==> src/rtl/cmp_seq_display_ctrl.sv <==
// Two-operand load/compare sequencer for the 3-bit comparator lab, with an 8-digit
// multiplexed 7-segment scanner showing A, the relation symbol and B.
module cmp_seq_display_ctrl #(
  parameter int SCAN_DIV = 1000
) (
  input  logic       clk,
  input  logic       rst,
  input  logic [2:0] sw,
  input  logic       btn_load,
  input  logic       btn_clr,
  output logic [2:0] O,
  output logic [1:0] dbg_state,
  output logic [7:0] seg_data,
  output logic [7:0] seg_com
);

  localparam int             PW        = $clog2(SCAN_DIV);
  localparam logic [PW-1:0]  PRESC_MAX = PW'(SCAN_DIV - 1);

  localparam logic [1:0] S_A    = 2'd0;
  localparam logic [1:0] S_B    = 2'd1;
  localparam logic [1:0] S_CMP  = 2'd2;
  localparam logic [1:0] S_SHOW = 2'd3;

  localparam logic [7:0] SYM_GT = 8'b0110_0010;
  localparam logic [7:0] SYM_EQ = 8'b0001_0010;
  localparam logic [7:0] SYM_LT = 8'b0000_1110;

  logic          load_s1_q, load_s2_q, load_prev_q;
  logic          clr_s1_q, clr_s2_q, clr_prev_q;
  logic          load_s1_d, load_s2_d, load_prev_d;
  logic          clr_s1_d, clr_s2_d, clr_prev_d;
  logic          load_pulse, clr_pulse;

  logic [1:0]    state_q, state_d;
  logic [2:0]    a_q, a_d, b_q, b_d, o_q, o_d;
  logic [PW-1:0] presc_q, presc_d;
  logic [2:0]    idx_q, idx_d;
  logic [7:0]    seg_data_q, seg_data_d, seg_com_q, seg_com_d;

  function automatic logic [7:0] hex_font(input logic [2:0] v);
    logic [7:0] f;
    case (v)
      3'd0:    f = 8'hFC;
      3'd1:    f = 8'h60;
      3'd2:    f = 8'hDA;
      3'd3:    f = 8'hF2;
      3'd4:    f = 8'h66;
      3'd5:    f = 8'hB6;
      3'd6:    f = 8'hBE;
      default: f = 8'hE0;
    endcase
    return f;
  endfunction

  // Buttons are raw and asynchronous: two sync stages, then a one-clock rising-edge pulse.
  always_comb begin
    load_s1_d   = btn_load;
    load_s2_d   = load_s1_q;
    load_prev_d = load_s2_q;
    clr_s1_d    = btn_clr;
    clr_s2_d    = clr_s1_q;
    clr_prev_d  = clr_s2_q;
    load_pulse  = load_s2_q & ~load_prev_q;
    clr_pulse   = clr_s2_q & ~clr_prev_q;
  end

  always_comb begin
    // NOTE: every output of this block gets a default first so no path can infer a latch.
    state_d = state_q;
    a_d     = a_q;
    b_d     = b_q;
    o_d     = o_q;
    if (clr_pulse) begin
      state_d = S_A;
      a_d     = 3'd0;
      b_d     = 3'd0;
      o_d     = 3'b000;
    end else begin
      case (state_q)
        S_A: if (load_pulse) begin
          a_d     = sw;
          state_d = S_B;
        end
        S_B: if (load_pulse) begin
          b_d     = sw;
          state_d = S_CMP;
        end
        S_CMP: begin
          o_d     = {a_q > b_q, a_q == b_q, a_q < b_q};
          state_d = S_SHOW;
        end
        default: if (load_pulse) begin
          a_d     = sw;
          o_d     = 3'b000;
          state_d = S_B;
        end
      endcase
    end
  end

  always_comb begin
    presc_d = (presc_q == PRESC_MAX) ? '0 : presc_q + 1'b1;
    idx_d   = (presc_q == PRESC_MAX) ? idx_q + 3'd1 : idx_q;
    seg_com_d  = ~(8'b1 << idx_q);
    seg_data_d = 8'h00;
    case (idx_q)
      3'd4: seg_data_d = (state_q == S_A) ? hex_font(sw) : hex_font(a_q);
      3'd2: if (state_q == S_SHOW) begin
        case (o_q)
          3'b100:  seg_data_d = SYM_GT;
          3'b010:  seg_data_d = SYM_EQ;
          3'b001:  seg_data_d = SYM_LT;
          default: seg_data_d = 8'h00;
        endcase
      end
      3'd0: begin
        if (state_q == S_B)      seg_data_d = hex_font(sw);
        else if (state_q != S_A) seg_data_d = hex_font(b_q);
      end
      default: seg_data_d = 8'h00;
    endcase
  end

  // NOTE: all state updates use non-blocking assignment so every flop samples pre-edge values.
  always_ff @(posedge clk or posedge rst) begin
    if (rst) begin
      load_s1_q   <= 1'b0;
      load_s2_q   <= 1'b0;
      load_prev_q <= 1'b0;
      clr_s1_q    <= 1'b0;
      clr_s2_q    <= 1'b0;
      clr_prev_q  <= 1'b0;
      state_q     <= S_A;
      a_q         <= 3'd0;
      b_q         <= 3'd0;
      o_q         <= 3'b000;
      presc_q     <= '0;
      idx_q       <= 3'd0;
      seg_data_q  <= 8'h00;
      seg_com_q   <= 8'hFF;
    end else begin
      load_s1_q   <= load_s1_d;
      load_s2_q   <= load_s2_d;
      load_prev_q <= load_prev_d;
      clr_s1_q    <= clr_s1_d;
      clr_s2_q    <= clr_s2_d;
      clr_prev_q  <= clr_prev_d;
      state_q     <= state_d;
      a_q         <= a_d;
      b_q         <= b_d;
      o_q         <= o_d;
      presc_q     <= presc_d;
      idx_q       <= idx_d;
      seg_data_q  <= seg_data_d;
      seg_com_q   <= seg_com_d;
    end
  end

  assign O         = o_q;
  assign dbg_state = state_q;
  assign seg_data  = seg_data_q;
  assign seg_com   = seg_com_q;

endmodule

==> config.mk <==
export PLATFORM = sky130hd
export DESIGN_NAME = cmp_seq_display_ctrl
export DESIGN_NICKNAME = d
export VERILOG_FILES = /design/src/rtl/cmp_seq_display_ctrl.sv
export SDC_FILE = /design/constraint.sdc
export NUM_CORES = 1
export LEC_CHECK = 0
export ABC_AREA = 1
export ABC_CLOCK_PERIOD_IN_PS = 1500
export BUFFER_PORTS_ARGS = -buffer_cell sky130_fd_sc_hd__clkbuf_2
export CAP_MARGIN = 20
export CELL_PAD_IN_SITES_DETAIL_PLACEMENT = 0
export CELL_PAD_IN_SITES_GLOBAL_PLACEMENT = 1
export CORE_ASPECT_RATIO = 2
export CORE_MARGIN = 2
export CORE_UTILIZATION = 40
export CTS_CLUSTER_SIZE = 40
export DETAILED_ROUTE_END_ITERATION = 8
export GPL_TIMING_DRIVEN = 0
export PLACE_DENSITY_LB_ADDON = 0.1
export REMOVE_ABC_BUFFERS = 1
export SYNTH_ARGS = -nofsm -noshare
export SYNTH_HDL_FRONTEND = slang
export SYNTH_SLANG_ARGS = --single-unit
==> constraint.sdc <==
create_clock -name clk -period 1.5 [get_ports clk]
set_clock_uncertainty 0.2 [all_clocks]
set_input_delay 0.15 -clock clk [delete_from_list [all_inputs] [get_ports clk]]
set_output_delay 0.15 -clock clk [all_outputs]
set_load 0.01 [all_outputs]
==> impl_metrics.json, run 1 <==
{
  "final_util": 0.549,
  "path_clk_slew_ps": 60,
  "setup_violations": 14,
  "fin_crit_sh": 1.09,
  "cts_sinks": 45,
  "ant_nets": 0,
  "grt_overflow": 0,
  "ys_async_sr_fraction": 1.00,
  "ys_ff_latch": 45,
  "core_mm2": 0.00626,
  "hold_viol_final": 0,
  "yosys.cell_types.count": 41,
  "slowest_stage": "dfrtp_2",
  "drt_iter0_markers": 54,
  "synth.most_common_cell": "nand2_1",
  "first_global_vias": 2237,
  "pre_cts_ws_ps": -524,
  "die_h_um": 117,
  "io_pins": 28,
  "period_needed_ps": 1630,
  "synth.area.top_cells": "dfrtp_1 36%, dfstp_2 8.2%, nand2_1 8.2%",
  "worstPathMaxFanout": 4,
  "setup_tns_ps": -896,
  "drv_slew": 0,
  "hold-worst-slack_ps": 68.7,
  "yosys_warnings": 0,
  "worstHoldPathType": "input port to flip-flop",
  "synthToLayoutAreaGrowth_pct": 33.6,
  "place_area_mm2": 0.00280,
  "synth_edf_count": 0,
  "cpPeakStageDelay_ps": 450,
  "drt_first_pass_iters": 4,
  "numCtsBuffers": 5,
  "rows": 41,
  "dpl.hpwl_um": 4740,
  "status": "complete, but fails checks",
  "htree_levels": 2,
  "ys_seq_area_frac": 0.441,
  "grt_pass1_wl_um": 10400,
  "power.leakage_nw": 1.62,
  "synth_largest_area_cell": "dfrtp_1",
  "syn_area_mm2": 0.00257,
  "port_buffers": 26,
  "synthCells": 303,
  "worstPathBufferInverterCount": 2,
  "total_power_mw": 5.27,
  "start_util": 0.411,
  "antenna_found_initial": 0,
  "die_w_um": 60.7,
  "worst_skew_pair.late_latency_ps": 290,
  "synth_flop_cell": "dfrtp_1",
  "root_buffer": "clkbuf_16",
  "rsz0062_at_grt": "true",
  "failed_checks": "negative setup slack",
  "vias_per_cell": 4.86,
  "insertedDiodeCount": 0,
  "required_ps": 1480,
  "wl_per_cell_um": 13.9,
  "cap_violations": 0,
  "place_inst": 412,
  "wl_um": 6260,
  "drive_gt1_frac": 0.430,
  "synth_top_area_frac": 0.360,
  "critical_path_arrival_ps": 1610,
  "drc": 0,
  "worstSetupPathType": "flip-flop to flip-flop",
  "die_area_mm2": 0.00713,
  "fin_cells": 449,
  "worst_setup_path_start_kind": "flip-flop",
  "cts_tree": "done",
  "fill_cells": 633,
  "vias": 2180,
  "max_freq_ghz": 0.614,
  "avgSynthCellArea_um2": 8.49,
  "grt_max_degree": 27,
  "cp-end-kind": "flip-flop",
  "crit_family": "simple AND/OR/NAND/NOR gates",
  "peakVddDrop_v": 0.00130,
  "power_density_mw_per_mm2": 1530,
  "worst_slack_ps": -129,
  "cts_buffer_depth": 2,
  "nets": 384,
  "ys_top_cells_by_count": "56 x nand2_1, 37 x dfrtp_1, 35 x inv_1",
  "routabilityCongestion": 0.862,
  "track_usage": 0.198,
  "path_cells": "buf_6 > ha_4 > nand2_4 > nor2_2 > nor3_1 > nand3_1 > nand2_1 > inv_1",
  "fin_area_mm2": 0.00344
}
==> worst paths after layout <==
| kind | from | end | slack (ps) | cells past startpoint |
|---|---|---|---|---|
| worst max-delay path | dbg_state[0]$_DFFE_PP0P_ | seg_data[1]$_DFF_PP0_ | -130 | 8 |
| worst min-delay path | sw[1] | b_q[1]$_DFFE_PP0P_ | 70 | 3 |
| worst max register to register | dbg_state[0]$_DFFE_PP0P_ | seg_data[1]$_DFF_PP0_ | -130 | 8 |
| worst min register to register | clr_s1_q$_DFF_PP0_ | clr_prev_d$_DFF_PP0_ | 150 | 0 |
| max in group asynchronous | rst | seg_com[4]$_DFF_PP1_ | 320 | 4 |
| min in group asynchronous | rst | load_prev_d$_DFF_PP0_ | 200 | 3 |
==> cell usage in the layout (no fill, tap or decap), types with 3 or more instances in the layout <==
cell type      count
nor2_2             6
nand4_1            4
dlygate4sd3_1      3
nand3_1           26
dfrtp_2            5
a21oi_1           12
o21ai_2            3
inv_4              4
nand2_1           52
inv_1             26
buf_6              3
nor2_1            16
inv_2             17
nand2_2           12
ha_4               6
clkbuf_2          26
nor2_4             8
dfrtp_1           32
o21ai_0            6
clkbuf_16          5
dfstp_2            8
ha_1               7
nor3_2             5
o21ai_1           10
nand3_2            3
buf_4             22
nand2_4            4
==> power by group <==
part / internal [mW] / switching, mW / leakage (nW)
sequential: 1.45 / 0.203 / 0.536
combinational: 1.04 / 1.46 / 1.01
clock: 0.665 / 0.451 / 0.0712
total: 3.16 / 2.11 / 1.62
==> state kept, by name (all words and copies together), names as in the netlist <==
register,cells
seg_com,8
load_s1_q,1
clr_prev_q,1
clr_s1_q,1
O,3
b_q,3
load_prev_d,1
load_prev_q,1
idx_q,3
seg_data,7
presc_q,10
a_q,3
dbg_state,2
clr_prev_d,1
==> tightest hold or removal path, delay by kind of cell <==
kind	cells	cell delay (ps)
compound gates	1	60
simple gates	1	120
buf+inv	1	190
==> what timing repair did <==
action	CTS	global route
pin swaps	13	16
hold endpoints to repair	21	0
setup endpoints to repair	20	22
resized for setup	47	20
hold buffers	3	0
setup buffers	18	8
==> cells by family (layout without fill, tap and decap cells) <==
group / after synthesis / in the layout / synth area share
AO/OA/AOI/OAI: 45 / 45 / 0.112
XOR/XNOR: 1 / 1 / 0.00340
adder cells (fa/ha/maj): 15 / 15 / 0.0729
buffers and inverters: 53 / 113 / 0.0870
flip-flops: 45 / 45 / 0.441
other: 1 / 1 / 0.00146
AND/OR/NAND/NOR: 143 / 143 / 0.282
==> layout make-up <==
type / instances / area, um^2 / share of cell area
sequential: 45 / 1140 / 0.332
tap: 86 / 108 / 0.0313
multi-input combinational: 205 / 1440 / 0.418
clock buffer: 8 / 146 / 0.0426
inverter: 49 / 204 / 0.0593
timing repair buffer: 56 / 399 / 0.116
==> layer usage <==
metal	vias up	global-route usage	wire length, um
li1	1101	-	-
met1	1029	0.189	2040
met2	32	0.360	3740
met3	18	0.0353	143
met4	0	0.120	339
met5	-	0	0
No activity file was read; power rests on OpenSTA's default activity.
==> inputs of run 2 (changes only) <==
Settings changed: CORE_ASPECT_RATIO 2 to 1.5.
==> impl_metrics.json, run 2 (synthesized netlist as in run 1, its figures left out) <==
{
  "status": "complete, but fails checks",
  "failed_checks": "negative setup slack",
  "power_density_mw_per_mm2": 1550,
  "dpl.hpwl_um": 4240,
  "cp-end-kind": "flip-flop",
  "worst_setup_path_start_kind": "flip-flop",
  "grt_pass1_wl_um": 9590,
  "fin_cells": 428,
  "ant_nets": 0,
  "setup_violations": 13,
  "final_cell_mix": "50 x nand2_1, 33 x dfrtp_1, 28 x inv_1, 26 x nand3_1, 26 x clkbuf_2",
  "worst_slack_ps": -201,
  "first_global_vias": 2122,
  "fin_crit_sh": 1.13,
  "combPwrFrac": 0.493,
  "track_usage": 0.171,
  "worstSetupPathType": "flip-flop to flip-flop",
  "insertedDiodeCount": 0,
  "internal_power_mw": 3.01,
  "wl_um": 5680,
  "port_buffers": 26,
  "seqPwrFrac": 0.323,
  "slowest_stage": "dfrtp_1",
  "antenna_found_initial": 0,
  "vias_per_cell": 5.00,
  "cts_buffer_depth": 2,
  "power.switching_mw": 2.06,
  "path_cells": "buf_6 > ha_4 > nor2_4 > buf_4 > buf_4 > nand2_1 > o22ai_1",
  "drv_slew": 0,
  "htree_levels": 2,
  "die_area_mm2": 0.00711,
  "clockPowerShare": 0.184,
  "drt_iter0_markers": 115,
  "max_freq_ghz": 0.588,
  "place_inst": 400,
  "critPathMostFrequentCell": "buf_4",
  "path_clk_slew_ps": 80,
  "die_h_um": 102,
  "routabilityCongestion": 0.849,
  "fin_area_mm2": 0.00328,
  "cts_tree": "done",
  "fill_cells": 591,
  "cap_violations": 0,
  "drc": 0,
  "io_pins": 28,
  "core_mm2": 0.00617,
  "required_ps": 1510,
  "drt_first_pass_iters": 4,
  "sw_frac_of_total": 0.406,
  "regArea_mm2": 0.00114,
  "period_needed_ps": 1700,
  "vias": 2141,
  "worstHoldPathType": "input port to flip-flop",
  "rows": 35,
  "critical_path_arrival_ps": 1710,
  "wl_per_cell_um": 13.3,
  "hold-worst-slack_ps": 62.0,
  "rsz0062_at_grt": "true",
  "die_w_um": 69.5,
  "hold_viol_final": 0,
  "root_buffer": "clkbuf_8",
  "grt_max_degree": 32,
  "peakVddDrop_v": 0.000853,
  "cts_sinks": 45,
  "cpPeakStageDelay_ps": 430,
  "worst_skew_pair.late_latency_ps": 300,
  "numCtsBuffers": 5,
  "synthToLayoutAreaGrowth_pct": 27.3,
  "power.leakage_nw": 1.55,
  "grt_overflow": 0,
  "start_util": 0.417,
  "multi_input_area_mm2": 0.00140,
  "mostFrequentLayoutCell": "nand2_1",
  "place_area_mm2": 0.00279,
  "nets": 375,
  "largest_register_ffs": 10,
  "worstPathMaxFanout": 6,
  "drive_gt1_frac": 0.404,
  "largest_register": "presc_q"
}
run 2: repair_timing:
| item | in CTS | in global routing |
|---|---|---|
| gates cloned | 0 | 0 |
| pin swaps | 10 | 16 |
| resized for setup | 19 | 39 |
| endpoints found under the setup margin | 21 | 26 |
| hold buffers | 3 | 0 |
| endpoints found under the hold margin | 39 | 0 |
| buffers inserted | 13 | 4 |
run 2: layout make-up:
cell class	instances	area share
clock buffer	6	0.0222
clock inverter	2	0.0118
inverter	49	0.0611
multi-input combinational	205	0.426
sequential	45	0.348
tap	74	0.0283
timing repair buffer	47	0.102
run 2: metal layers:
metal / part of all wire / global-route usage
met3: 0.024 / 0.0276
met2: 0.54 / 0.328
met5: 0 / 0
met1: 0.40 / 0.184
met4: 0.035 / 0.0739
run 2: path summary, 6_finish.rpt:
path                                           from                     to  slack [ps]  cells past startpoint
max                        dbg_state[0]$_DFFE_PP0P_       O[1]$_DFFE_PP0P_        -200                      7
min                                           sw[1]     b_q[1]$_DFFE_PP0P_          60                      3
max reg2reg                dbg_state[0]$_DFFE_PP0P_       O[1]$_DFFE_PP0P_        -200                      7
min reg2reg                     load_s1_q$_DFF_PP0_  load_prev_d$_DFF_PP0_         160                      0
max in group asynchronous                       rst   seg_com[2]$_DFF_PP1_         400                      4
min in group asynchronous                       rst     a_q[2]$_DFFE_PP0P_         150                      3
run 2: worst max-delay path: cells and delay by family (launching register included):
kind / cells / cell delay [ps]
flip-flops: 1 / 430
buffers and inverters: 3 / 390
AND/OR/NAND/NOR: 2 / 270
AO/OA/AOI/OAI: 1 / 170
adder cells (fa/ha/maj): 1 / 160
run 2: power groups by stage:
stage	logic [mW]	registers [mW]	clock network [mW]
after global routing	2.78	1.67	1.00
after global placement	1.87	1.66	0
after CTS	2.27	1.63	0.960
final	2.50	1.64	0.933
after detailed placement	1.88	1.67	0
after floorplan	1.27	1.70	0
run 2: stage by stage:
step	setup WS [ps]	power, mW	util	setup TNS, ps
2_1_floorplan	-241	2.98	-	-2030
3_3_place_gp	-514	3.53	0.448	-25270
3_5_place_dp	-523	3.55	0.451	-5460
4_1_cts	-195	4.86	0.503	-1660
5_1_grt	-253	5.45	0.530	-2860
6_report	-201	5.07	0.530	-1720
==> inputs of run 3 (changes only) <==
Settings changed: SETUP_SLACK_MARGIN set to 0.05.
==> impl_metrics.json, run 3 (synthesized netlist as in run 1, its figures left out) <==
{
  "top_layer": "met4",
  "ant_nets": 0,
  "numCtsBuffers": 5,
  "period_needed_ps": 1700,
  "dr_wl_met3_um": 138,
  "fin_crit_sh": 1.13,
  "wl_per_cell_um": 13.3,
  "power.switching_mw": 2.08,
  "peakVddDrop_v": 0.000987,
  "seqPwrFrac": 0.317,
  "clockPowerShare": 0.179,
  "wl_um": 5780,
  "routabilityCongestion": 0.849,
  "max_freq_ghz": 0.589,
  "final_cell_mix": "48 x nand2_1, 32 x dfrtp_1, 27 x inv_1, 26 x nand3_1, 26 x clkbuf_2",
  "status": "complete, but fails checks",
  "worst_skew_pair.late_latency_ps": 300,
  "critical_path_arrival_ps": 1710,
  "hold_viol_final": 0,
  "drt-met1-wl_um": 2340,
  "antenna_found_initial": 0,
  "worstPathMaxFanout": 6,
  "worst_slack_ps": -199,
  "cts_sinks": 45,
  "grt_pass1_wl_um": 9650,
  "failed_checks": "negative setup slack",
  "core_mm2": 0.00617,
  "drv_slew": 0,
  "setup_tns_ps": -1710,
  "nets": 381,
  "die_h_um": 102,
  "port_buffers": 26,
  "rows": 35,
  "root_buffer": "clkbuf_8",
  "power.leakage_nw": 1.62,
  "dr_wl_met2_um": 3070,
  "drive_gt1_frac": 0.436,
  "cts_tree": "done",
  "regArea_mm2": 0.00114,
  "synthToLayoutAreaGrowth_pct": 31.0,
  "rsz0062_at_grt": "true",
  "cap_violations": 0,
  "io_pins": 28,
  "mostFrequentLayoutCell": "nand2_1",
  "total_power_mw": 5.17,
  "sw_frac_of_total": 0.403,
  "path_clk_slew_ps": 80,
  "worst_setup_path_start_kind": "flip-flop",
  "setup_violations": 13,
  "power_density_mw_per_mm2": 1530,
  "worstHoldPathType": "input port to flip-flop",
  "insertedDiodeCount": 0,
  "htree_levels": 2,
  "combPwrFrac": 0.504,
  "track_usage": 0.171,
  "vias": 2156,
  "vias_per_cell": 4.97,
  "grt_max_degree": 32,
  "fill_cells": 582,
  "drt_iter0_markers": 117,
  "die_area_mm2": 0.00711,
  "multi_input_area_mm2": 0.00144,
  "largest_register_ffs": 10,
  "required_ps": 1510,
  "cts_buffer_depth": 2,
  "internal_power_mw": 3.09,
  "cp-end-kind": "flip-flop",
  "die_w_um": 69.5,
  "dpl.hpwl_um": 4240,
  "grt_overflow": 0,
  "first_global_vias": 2130,
  "start_util": 0.417,
  "pre_cts_ws_ps": -523,
  "largest_register": "presc_q",
  "worstSetupPathType": "flip-flop to flip-flop",
  "drt_first_pass_iters": 4,
  "drc": 0
}
## run 3: path summary, 6_finish.rpt
path                                          start               endpoint  slack, ps  depth (start not counted)
min reg2reg                     load_s1_q$_DFF_PP0_  load_prev_d$_DFF_PP0_        160                          0
max reg2reg                dbg_state[0]$_DFFE_PP0P_       O[1]$_DFFE_PP0P_       -200                          7
max in group asynchronous                       rst   seg_com[5]$_DFF_PP1_        400                          4
min                                           sw[1]     b_q[1]$_DFFE_PP0P_         50                          3
min in group asynchronous                       rst     a_q[2]$_DFFE_PP0P_        150                          3
max                        dbg_state[0]$_DFFE_PP0P_       O[1]$_DFFE_PP0P_       -200                          7
## run 3: area by class of cell
class / instances / share of cell area
clock inverter: 2 / 0.0115
multi-input combinational: 205 / 0.428
tap: 74 / 0.0275
timing repair buffer: 53 / 0.113
sequential: 45 / 0.339
inverter: 49 / 0.0601
clock buffer: 6 / 0.0215
## run 3: layer usage
metal	up-vias	global-route usage
met5	-	0
met4	0	0.0860
met3	15	0.0286
met2	35	0.320
met1	1016	0.188
li1	1090	-
## run 3: per-stage QoR
step / hold slack (ps) / instances / cell area [um^2] / util
4_1_cts: 46.4 / 426 / 3150 / 0.509
5_1_grt: 62.0 / 434 / 3370 / 0.546
2_1_floorplan: -18.6 / 299 / 2540 / -
3_5_place_dp: -74.3 / 400 / 2790 / 0.451
3_3_place_gp: 59.3 / 399 / 2770 / 0.448
6_report: 46.3 / 434 / 3370 / 0.546
## run 3: power groups by stage
stage	clock network, mW	registers (mW)	logic [mW]
finish	0.926	1.64	2.60
global route	1.00	1.67	2.88
detailed placement	0	1.67	1.88
global placement	0	1.66	1.87
floorplan	0	1.70	1.27
CTS	0.960	1.63	2.32
## run 3: repair_timing
item	in CTS	in global routing
buffers inserted	15	8
resized for setup	27	45
endpoints found under the setup margin	26	24
pin swaps	12	20
endpoints found under the hold margin	39	0
hold buffers	3	0
## run 3: critical path, cell delays in order (launching register included)
cell and delay [ps]:
dfrtp_1 430, buf_6 140, ha_4 160, nor2_4 210, buf_4 150, buf_4 90, nand2_1 60, o22ai_1 170
